**config.mk**
```make
export PLATFORM = sky130hd
export DESIGN_NAME = ble_auth_rx
export DESIGN_NICKNAME = d
export VERILOG_FILES = /design/src/rtl/ble_auth_rx.sv
export SDC_FILE = /design/constraint.sdc
export NUM_CORES = 1
export LEC_CHECK = 0
export BUFFER_PORTS_ARGS = -buffer_cell sky130_fd_sc_hd__buf_2
export CORE_MARGIN = 2
export CORE_UTILIZATION = 45
export CTS_BUF_LIST = sky130_fd_sc_hd__clkbuf_4
export DETAILED_ROUTE_END_ITERATION = 6
export PLACE_DENSITY_LB_ADDON = 0.2
export SETUP_SLACK_MARGIN = 0.3
export SLEW_MARGIN = 30
export SYNTH_ARGS = -nofsm -noshare
export SYNTH_HDL_FRONTEND = slang
export SYNTH_SLANG_ARGS = --single-unit
```
**constraint.sdc**
```tcl
create_clock -name clk -period 2.4 [get_ports clk]
set_clock_uncertainty 0.2 [all_clocks]
set_input_delay 0.24 -clock clk [delete_from_list [all_inputs] [get_ports clk]]
set_output_delay 0.24 -clock clk [all_outputs]
set_load 0.005 [all_outputs]
```
**src/rtl/ble_auth_rx.sv**
```systemverilog
// BLE UART receiver (8N1, or 8E1 when BLE_RX_PARITY_EN is defined) feeding a
// small authorisation FSM that gates the Segway power enable.
module ble_auth_rx #(
    parameter int         BAUD_DIV = 2604,
    parameter logic [7:0] CMD_GO   = 8'h67,
    parameter logic [7:0] CMD_STOP = 8'h73
) (
    input  logic       clk,
    input  logic       rst,
    input  logic       RX,
    input  logic       rider_off,
    output logic [7:0] rx_data,
    output logic       rx_rdy,
    output logic       frm_err,
    output logic       par_err,
    output logic       pwr_up
);

    localparam int CNT_W = (BAUD_DIV > 2) ? $clog2(BAUD_DIV) : 1;
    localparam logic [CNT_W-1:0] FULL_LAST = CNT_W'(BAUD_DIV - 1);
    localparam logic [CNT_W-1:0] HALF_LAST = CNT_W'(BAUD_DIV / 2 - 1);

    typedef enum logic [2:0] {IDLE, START, DATA, PARITY, STOP} rx_state_t;
    typedef enum logic [1:0] {OFF, PWR1, PWR2} auth_state_t;

    rx_state_t        rx_state;
    auth_state_t      auth_state;
    logic             rx_meta;
    logic             rx_sync;
    logic [CNT_W-1:0] baud_cnt;
    logic [2:0]       bit_idx;
    logic [7:0]       shift;
    logic             half_tick;
    logic             full_tick;
    logic             go_rx;
    logic             stop_rx;

    // Synchronizer flops reset to the idle (high) line level.
    always_ff @(posedge clk or posedge rst) begin
        if (rst) begin
            rx_meta <= 1'b1;
            rx_sync <= 1'b1;
        end else begin
            rx_meta <= RX;
            rx_sync <= rx_meta;
        end
    end

    assign half_tick = (baud_cnt == HALF_LAST);
    assign full_tick = (baud_cnt == FULL_LAST);

    always_ff @(posedge clk) begin
        if (rx_state == DATA && full_tick) begin
            shift <= {rx_sync, shift[7:1]};
        end
    end

`ifdef BLE_RX_PARITY_EN
    logic par_bit;
    logic par_bad;

    always_ff @(posedge clk) begin
        if (rx_state == PARITY && full_tick) begin
            par_bit <= rx_sync;
        end
    end

    // Even parity: data bits plus parity bit must hold an even count of ones.
    assign par_bad = par_bit ^ (^shift);
`else
    assign par_err = 1'b0;
`endif

    always_ff @(posedge clk or posedge rst) begin
        if (rst) begin
            rx_state <= IDLE;
            baud_cnt <= '0;
            bit_idx  <= '0;
            rx_data  <= 8'h00;
            rx_rdy   <= 1'b0;
            frm_err  <= 1'b0;
`ifdef BLE_RX_PARITY_EN
            par_err  <= 1'b0;
`endif
        end else begin
            rx_rdy  <= 1'b0;
            frm_err <= 1'b0;
`ifdef BLE_RX_PARITY_EN
            par_err <= 1'b0;
`endif
            case (rx_state)
                IDLE: begin
                    baud_cnt <= '0;
                    bit_idx  <= '0;
                    if (!rx_sync) begin
                        rx_state <= START;
                    end
                end
                START: begin
                    if (half_tick) begin
                        baud_cnt <= '0;
                        rx_state <= rx_sync ? IDLE : DATA;
                    end else begin
                        baud_cnt <= baud_cnt + 1'b1;
                    end
                end
                DATA: begin
                    if (full_tick) begin
                        baud_cnt <= '0;
                        if (bit_idx == 3'd7) begin
`ifdef BLE_RX_PARITY_EN
                            rx_state <= PARITY;
`else
                            rx_state <= STOP;
`endif
                        end else begin
                            bit_idx <= bit_idx + 3'd1;
                        end
                    end else begin
                        baud_cnt <= baud_cnt + 1'b1;
                    end
                end
                PARITY: begin
                    if (full_tick) begin
                        baud_cnt <= '0;
                        rx_state <= STOP;
                    end else begin
                        baud_cnt <= baud_cnt + 1'b1;
                    end
                end
                STOP: begin
                    // Back to IDLE straight after the mid-bit sample so a
                    // following start edge is never missed.
                    if (full_tick) begin
                        baud_cnt <= '0;
                        rx_state <= IDLE;
                        if (!rx_sync) begin
                            frm_err <= 1'b1;
`ifdef BLE_RX_PARITY_EN
                        end else if (par_bad) begin
                            par_err <= 1'b1;
`endif
                        end else begin
                            rx_data <= shift;
                            rx_rdy  <= 1'b1;
                        end
                    end else begin
                        baud_cnt <= baud_cnt + 1'b1;
                    end
                end
                default: rx_state <= IDLE;
            endcase
        end
    end

    assign go_rx   = rx_rdy && (rx_data == CMD_GO);
    assign stop_rx = rx_rdy && (rx_data == CMD_STOP);

    // pwr_up is written with the next state so it tracks one clock after the trigger.
    always_ff @(posedge clk or posedge rst) begin
        if (rst) begin
            auth_state <= OFF;
            pwr_up     <= 1'b0;
        end else begin
            case (auth_state)
                OFF: begin
                    if (go_rx) begin
                        auth_state <= PWR1;
                        pwr_up     <= 1'b1;
                    end
                end
                PWR1: begin
                    if (stop_rx) begin
                        if (rider_off) begin
                            auth_state <= OFF;
                            pwr_up     <= 1'b0;
                        end else begin
                            auth_state <= PWR2;
                            pwr_up     <= 1'b1;
                        end
                    end
                end
                PWR2: begin
                    if (go_rx) begin
                        auth_state <= PWR1;
                        pwr_up     <= 1'b1;
                    end else if (rider_off) begin
                        auth_state <= OFF;
                        pwr_up     <= 1'b0;
                    end
                end
                default: begin
                    auth_state <= OFF;
                    pwr_up     <= 1'b0;
                end
            endcase
        end
    end

endmodule

```
==> impl_metrics.json, run 1 <==
{
  "seqPwrFrac_pct": 58.8,
  "tns_ps": 0,
  "internal_power_uw": 943,
  "vias": 1514,
  "antenna_found_initial": 0,
  "reg2reg_slack_ps": 390,
  "endpoint_kind": "flip-flop",
  "wl_per_cell_um": 14.9,
  "dr.pass1.iters": 4,
  "avgSynthCellArea_um2": 10.4,
  "timing.fmax_mhz": 497,
  "synth_area_um2": 1980,
  "ys_async_sr_fraction_pct": 80.5,
  "synth-seq-area-share_pct": 54.1,
  "final_max_slew_viol_count": 0,
  "dieHeight_um": 70.3,
  "switching_share_pct": 22.5,
  "peakVddDrop_uv": 312,
  "die_w_um": 70.3,
  "worst-path-max-fanout": 9,
  "crit_chain": "or3b_1 > a31oi_2 > a21oi_4 > buf_6 > nor4_1 > a21o_1",
  "rows": 24,
  "ys_ff_latch": 41,
  "rr_startpoint": "rx_state[1]",
  "cts-root-buf": "clkbuf_4",
  "final_area_um2": 2330,
  "yosys.area.top_type": "dfrtp_1",
  "critPathMaxStageDelay_ps": 480,
  "setup-violations-final": 0,
  "hold_viol_final": 0,
  "finalCritPeriodShare_pct": 83.8,
  "first_iter_violations": 61,
  "power.switching_uw": 274,
  "track_usage_pct": 17.7,
  "diodes": 0,
  "synth_flop_cell": "dfrtp_1",
  "yosysWarnings": 0,
  "p_clk_share_pct": 39.0,
  "critPathKind": "reg2reg",
  "cts_buffers": 5,
  "die_area_um2": 4940,
  "rr_worst_depth": 6,
  "period_needed_ps": 2010,
  "area_delta_synth_final_pct": 17.8,
  "initial_core_util_pct": 46.0,
  "crit_required_ps": 2530,
  "layout.nets": 229,
  "drc_errors": 0,
  "grt_first_pass_wirelength_um": 6820,
  "io_pins": 16,
  "clock_latency_ps": 370,
  "arrival_ps": 2140,
  "hold_path_depth": 0,
  "post-dp-hpwl_um": 2840,
  "first_global_vias": 1479,
  "cts_tree": "done",
  "gr-total-overflow": 0,
  "core-area_um2": 4290,
  "min-delay-start": "rx_meta",
  "slew_headroom_pct": 53.7,
  "gp_congestion": 0.831,
  "yosysTopAreaCellShare_pct": 39.2,
  "min_path_type": "reg2reg",
  "power_uw": 1220,
  "cts.clk_slew.worst_paths_ps": 140,
  "final_cell_mix": "nand2_1 (41), dfrtp_1 (26), buf_2 (14)",
  "vias_per_cell": 5.53,
  "multi_input_area_um2": 903,
  "grt_max_degree": 34,
  "layout_commonest_cell": "nand2_1",
  "drt.antenna.violating_nets": 0,
  "wirelength_um": 4090,
  "drive_gt1_share_pct": 24.3,
  "p_leak_uw": 0.00104,
  "placed_cell_area_um2": 2110,
  "holdPathEnd": "rx_sync",
  "worstMarginPinSlew_ps": 688,
  "cts.sinks": 41,
  "synth.distinct_cells": 46,
  "syn-num-nets": 199,
  "startpoint_type": "flip-flop",
  "fillers": 373,
  "port-buffer-count": 14,
  "netlist_instances": 191,
  "cp_slowest_cell": "dfrtp_2",
  "rsz0062_at_grt": "true",
  "power_density_nw_per_um2": 523,
  "cap_violations": 0,
  "synth_edf_count": 8,
  "r2r_end": "baud_cnt[7]",
  "register_area_um2": 1070,
  "p_comb_share_pct": 2.2,
  "htree_levels": 2,
  "status": "finished, final reports clean",
  "synth.area.top_cells": "dfrtp_1 (39%), edfxtp_1 (12%), nand2_1 (7.8%), o21ai_0 (2.8%), dfstp_2 (2.7%)",
  "clockBufferDepth": 2
}
[metrics by stage]
stage	std cells	utilization [%]	hold WS (ps)	setup WS [ps]
detailed placement	258	49.2	148	34.1
global placement	258	49.2	148	191
CTS	271	52.8	170	299
finish	274	54.2	168	389
global route	274	54.2	176	286
floorplan	191	-	44.5	431
[kinds of logic (layout without fill, tap and decap cells)]
family	after synthesis	count (layout)	synth area share [%]
AOI/OAI and AO/OA	36	36	11.7
buffers and inverters	9	40	3.04
other	1	1	0.190
xor gates and xnor gates	3	3	1.33
and+or+nand+nor	95	95	26.1
adders and majority gates	4	4	2.53
DFF	41	41	54.1
muxes	2	2	1.08
[flip-flops by register name, indices dropped and copies added (netlist names)]
signal	cells
auth_state	2
baud_cnt	12
bit_idx	3
frm_err	1
pwr_up	1
rx_data	8
rx_meta	1
rx_rdy	1
rx_state	3
rx_sync	1
shift	8
[power groups by stage]
stage / Sequential (uW) / Clock (uW) / Combinational, uW
5_1_grt: 716 / 512 / 31.1
3_5_place_dp: 729 / 0 / 24.3
3_3_place_gp: 729 / 0 / 23.0
4_1_cts: 716 / 479 / 28.0
6_report: 715 / 475 / 26.7
2_1_floorplan: 728 / 0 / 15.0
[critical path: cells and delay by family, from the launching register on]
family | cells | cell delay (ps)
simple gates | 2 | 720
flops | 1 | 480
compound gates | 3 | 430
buf+inv | 1 | 140
[metal layers]
layer,global-route usage [%],wire length (um),up-vias
li1,-,-,733
met1,22.7,1860,747
met2,28.1,2010,25
met3,4.33,126,9
met4,8.55,86,0
met5,0,0,-
[what timing repair did]
action                                 in CTS  in global routing
gates resized for setup                     5                 11
setup endpoints to repair                  20                 18
pin swaps                                   2                  4
hold buffers                                3                  0
setup buffers                               2                  3
endpoints found under the hold margin      34                  0
[worst max path at each step]
stage	startpoint	endpoint	slack (ps)	depth (start not counted)
3_3_place_gp	baud_cnt[0]	baud_cnt[7]	190	7
6_report	rx_state[1]	baud_cnt[7]	390	6
3_5_place_dp	baud_cnt[0]	baud_cnt[3]	30	7
5_1_grt	rx_state[1]	baud_cnt[7]	290	6
4_1_cts	baud_cnt[1]	baud_cnt[3]	300	8
2_1_floorplan	baud_cnt[0]	shift[0]	430	4
[synth_stat cells (3+ instances only)]
cell type / instances
nor2_1: 12
nand2_1: 41
nor4_1: 3
o21ai_0: 11
a22o_1: 4
buf_4: 3
inv_1: 4
nand3b_1: 3
dfrtp_1: 31
ha_1: 4
edfxtp_1: 8
a21o_1: 5
nand3_1: 6
nor2b_1: 4
o21ai_1: 4
a21oi_1: 4
nor3_1: 4
[area by class of cell]
class	count	share of cell area [%]
Clock buffer	5	1.61
Clock inverter	3	1.99
Inverter	4	0.645
Multi-Input combinational cell	141	38.8
Sequential cell	41	46.2
Tap cell	52	2.79
Timing Repair Buffer	28	8.01
(Power assumes the default switching activity.)
==> run 2: changes to the inputs <==
==> constraint.sdc (replaced) <==
create_clock -name clk -period 1.7 [get_ports clk]
set_clock_uncertainty 0.2 [all_clocks]
set_input_delay 0.17 -clock clk [delete_from_list [all_inputs] [get_ports clk]]
set_output_delay 0.17 -clock clk [all_outputs]
set_load 0.005 [all_outputs]
==> impl_metrics.json, run 2 (synthesis gave the netlist of run 1 again) <==
{
  "final_area_um2": 2910,
  "layout_commonest_cell": "buf_4",
  "worst-path-max-fanout": 6,
  "rows": 24,
  "initial_core_util_pct": 46.0,
  "crit_chain": "buf_4 > buf_4 > nor2b_1 > or2_1 > a21oi_4 > buf_12 > clkbuf_16 > nor4_4 > a21o_1",
  "gr-total-overflow": 0,
  "cts.sinks": 41,
  "cts-root-buf": "clkbuf_4",
  "timing.fmax_mhz": 501,
  "wirelength_um": 4880,
  "dp_slack_ps": -283,
  "crit_required_ps": 1800,
  "clockBufferDepth": 2,
  "final_max_slew_viol_count": 0,
  "register_area_um2": 1070,
  "first_iter_violations": 116,
  "setup-violations-final": 35,
  "critPathMostFrequentCell": "buf_4",
  "layout.nets": 272,
  "regMostFlops": "baud_cnt",
  "die_w_um": 70.3,
  "htree_levels": 2,
  "finalCritPeriodShare_pct": 117,
  "multi_input_area_um2": 1100,
  "vias_per_cell": 5.40,
  "final_cell_mix": "buf_4 (41), nand2_1 (40), dfrtp_1 (29)",
  "critPathKind": "reg2reg",
  "endpoint_kind": "flip-flop",
  "first_global_vias": 1677,
  "drc_errors": 0,
  "period_needed_ps": 2000,
  "area_delta_synth_final_pct": 47.2,
  "peakVddDrop_uv": 419,
  "largest_register_ffs": 12,
  "min_path_type": "reg2reg",
  "vias": 1711,
  "core-area_um2": 4290,
  "wl_per_cell_um": 15.4,
  "top_regs": "baud_cnt: 12 flops, rx_data: 8 flops, shift: 8 flops",
  "crit_family": "buffers and inverters",
  "fillers": 306,
  "rr_startpoint": "rx_state[2]",
  "worst_slack_ps": -296,
  "critPathMaxStageDelay_ps": 440,
  "hold_viol_final": 0,
  "p_leak_uw": 0.00131,
  "grt_max_degree": 34,
  "crit_buf_inv": 4,
  "gp_congestion": 0.818,
  "power_density_nw_per_um2": 527,
  "placed_cell_area_um2": 2470,
  "port-buffer-count": 14,
  "startpoint": "rx_state[2]",
  "diodes": 0,
  "cts_buffers": 5,
  "post-dp-hpwl_um": 3150,
  "startpoint_type": "flip-flop",
  "dr.pass1.iters": 4,
  "track_usage_pct": 19.4,
  "min-delay-start": "rx_meta",
  "cts.clk_slew.worst_paths_ps": 120,
  "clock_latency_ps": 360,
  "grt_first_pass_wirelength_um": 7620,
  "antenna_found_initial": 0,
  "io_pins": 16,
  "arrival_ps": 2100,
  "dieHeight_um": 70.3,
  "drt.antenna.violating_nets": 0,
  "violations": "negative setup slack",
  "cap_violations": 0,
  "cp_slowest_cell": "dfrtp_1",
  "drive_gt1_share_pct": 45.3,
  "power_uw": 1530,
  "rsz0062_at_grt": "true",
  "die_area_um2": 4940,
  "status": "finished, violations left",
  "cts_tree": "done",
  "final_core_util_pct": 67.7
}
-- run 2: cell types whose count changed in the layout (fill, tap and decap cells not counted), sizes merged --
cell,before,now
clkbuf,5,6
buf,25,67
clkinvlp,1,0
clkinv,1,3
bufinv,1,0
-- run 2: worst register-to-register path, stage by stage, from the launching register on --
cell	delay (ps)
dfrtp_1	440
buf_4	150
buf_4	140
nor2b_1	130
or2_1	160
a21oi_4	70
buf_12	140
clkbuf_16	150
nor4_4	240
a21o_1	110
-- run 2: stage by stage --
stage	hold slack [ps]	setup TNS [ps]	instances
floorplan	-25.5	-1480	191
global placement	72.6	-3450	292
detailed placement	77.6	-5180	292
CTS	166	-4500	307
global route	174	-8270	317
finish	166	-5170	317
-- run 2: timing repair --
| item | in CTS | in global routing |
|---|---|---|
| hold buffers | 3 | 0 |
| cloned | 1 | 1 |
| buffers inserted | 3 | 9 |
| endpoints found under the setup margin | 39 | 40 |
| gates resized for setup | 21 | 35 |
| pin swaps | 6 | 14 |
| endpoints found under the hold margin | 34 | 0 |
-- run 2: power by group --
part / internal (uW) / switching (uW)
Combinational: 15.1 / 24.0
Clock: 157 / 328
Sequential: 1010 / 5.09
Total: 1180 / 357
-- run 2: per-layer routing --
| layer | up-vias | global-route usage (%) | part of all wire [%] |
|---|---|---|---|
| li1 | 823 | - | - |
| met1 | 856 | 24.7 | 44 |
| met2 | 26 | 33.3 | 53 |
| met3 | 6 | 3.46 | 2.4 |
| met4 | 0 | 6.41 | 1.2 |
| met5 | - | 0 | 0 |
-- run 2: final cells by class --
| type | count | area share [%] |
|---|---|---|
| inverter | 4 | 0.516 |
| clock inverter | 3 | 0.602 |
| clock buffer | 5 | 1.29 |
| tap | 52 | 2.24 |
| timing repair buffer | 71 | 20.6 |
| sequential | 41 | 36.8 |
| multi-input combinational | 141 | 37.9 |
-- run 2: final timing paths --
check,cells after the start,slack [ps],end
max,9,-300,baud_cnt[6]
min,0,170,rx_sync
max reg2reg,9,-300,baud_cnt[6]
min reg2reg,0,170,rx_sync
max in group asynchronous,4,710,baud_cnt[7]
min in group asynchronous,4,240,rx_data[7]
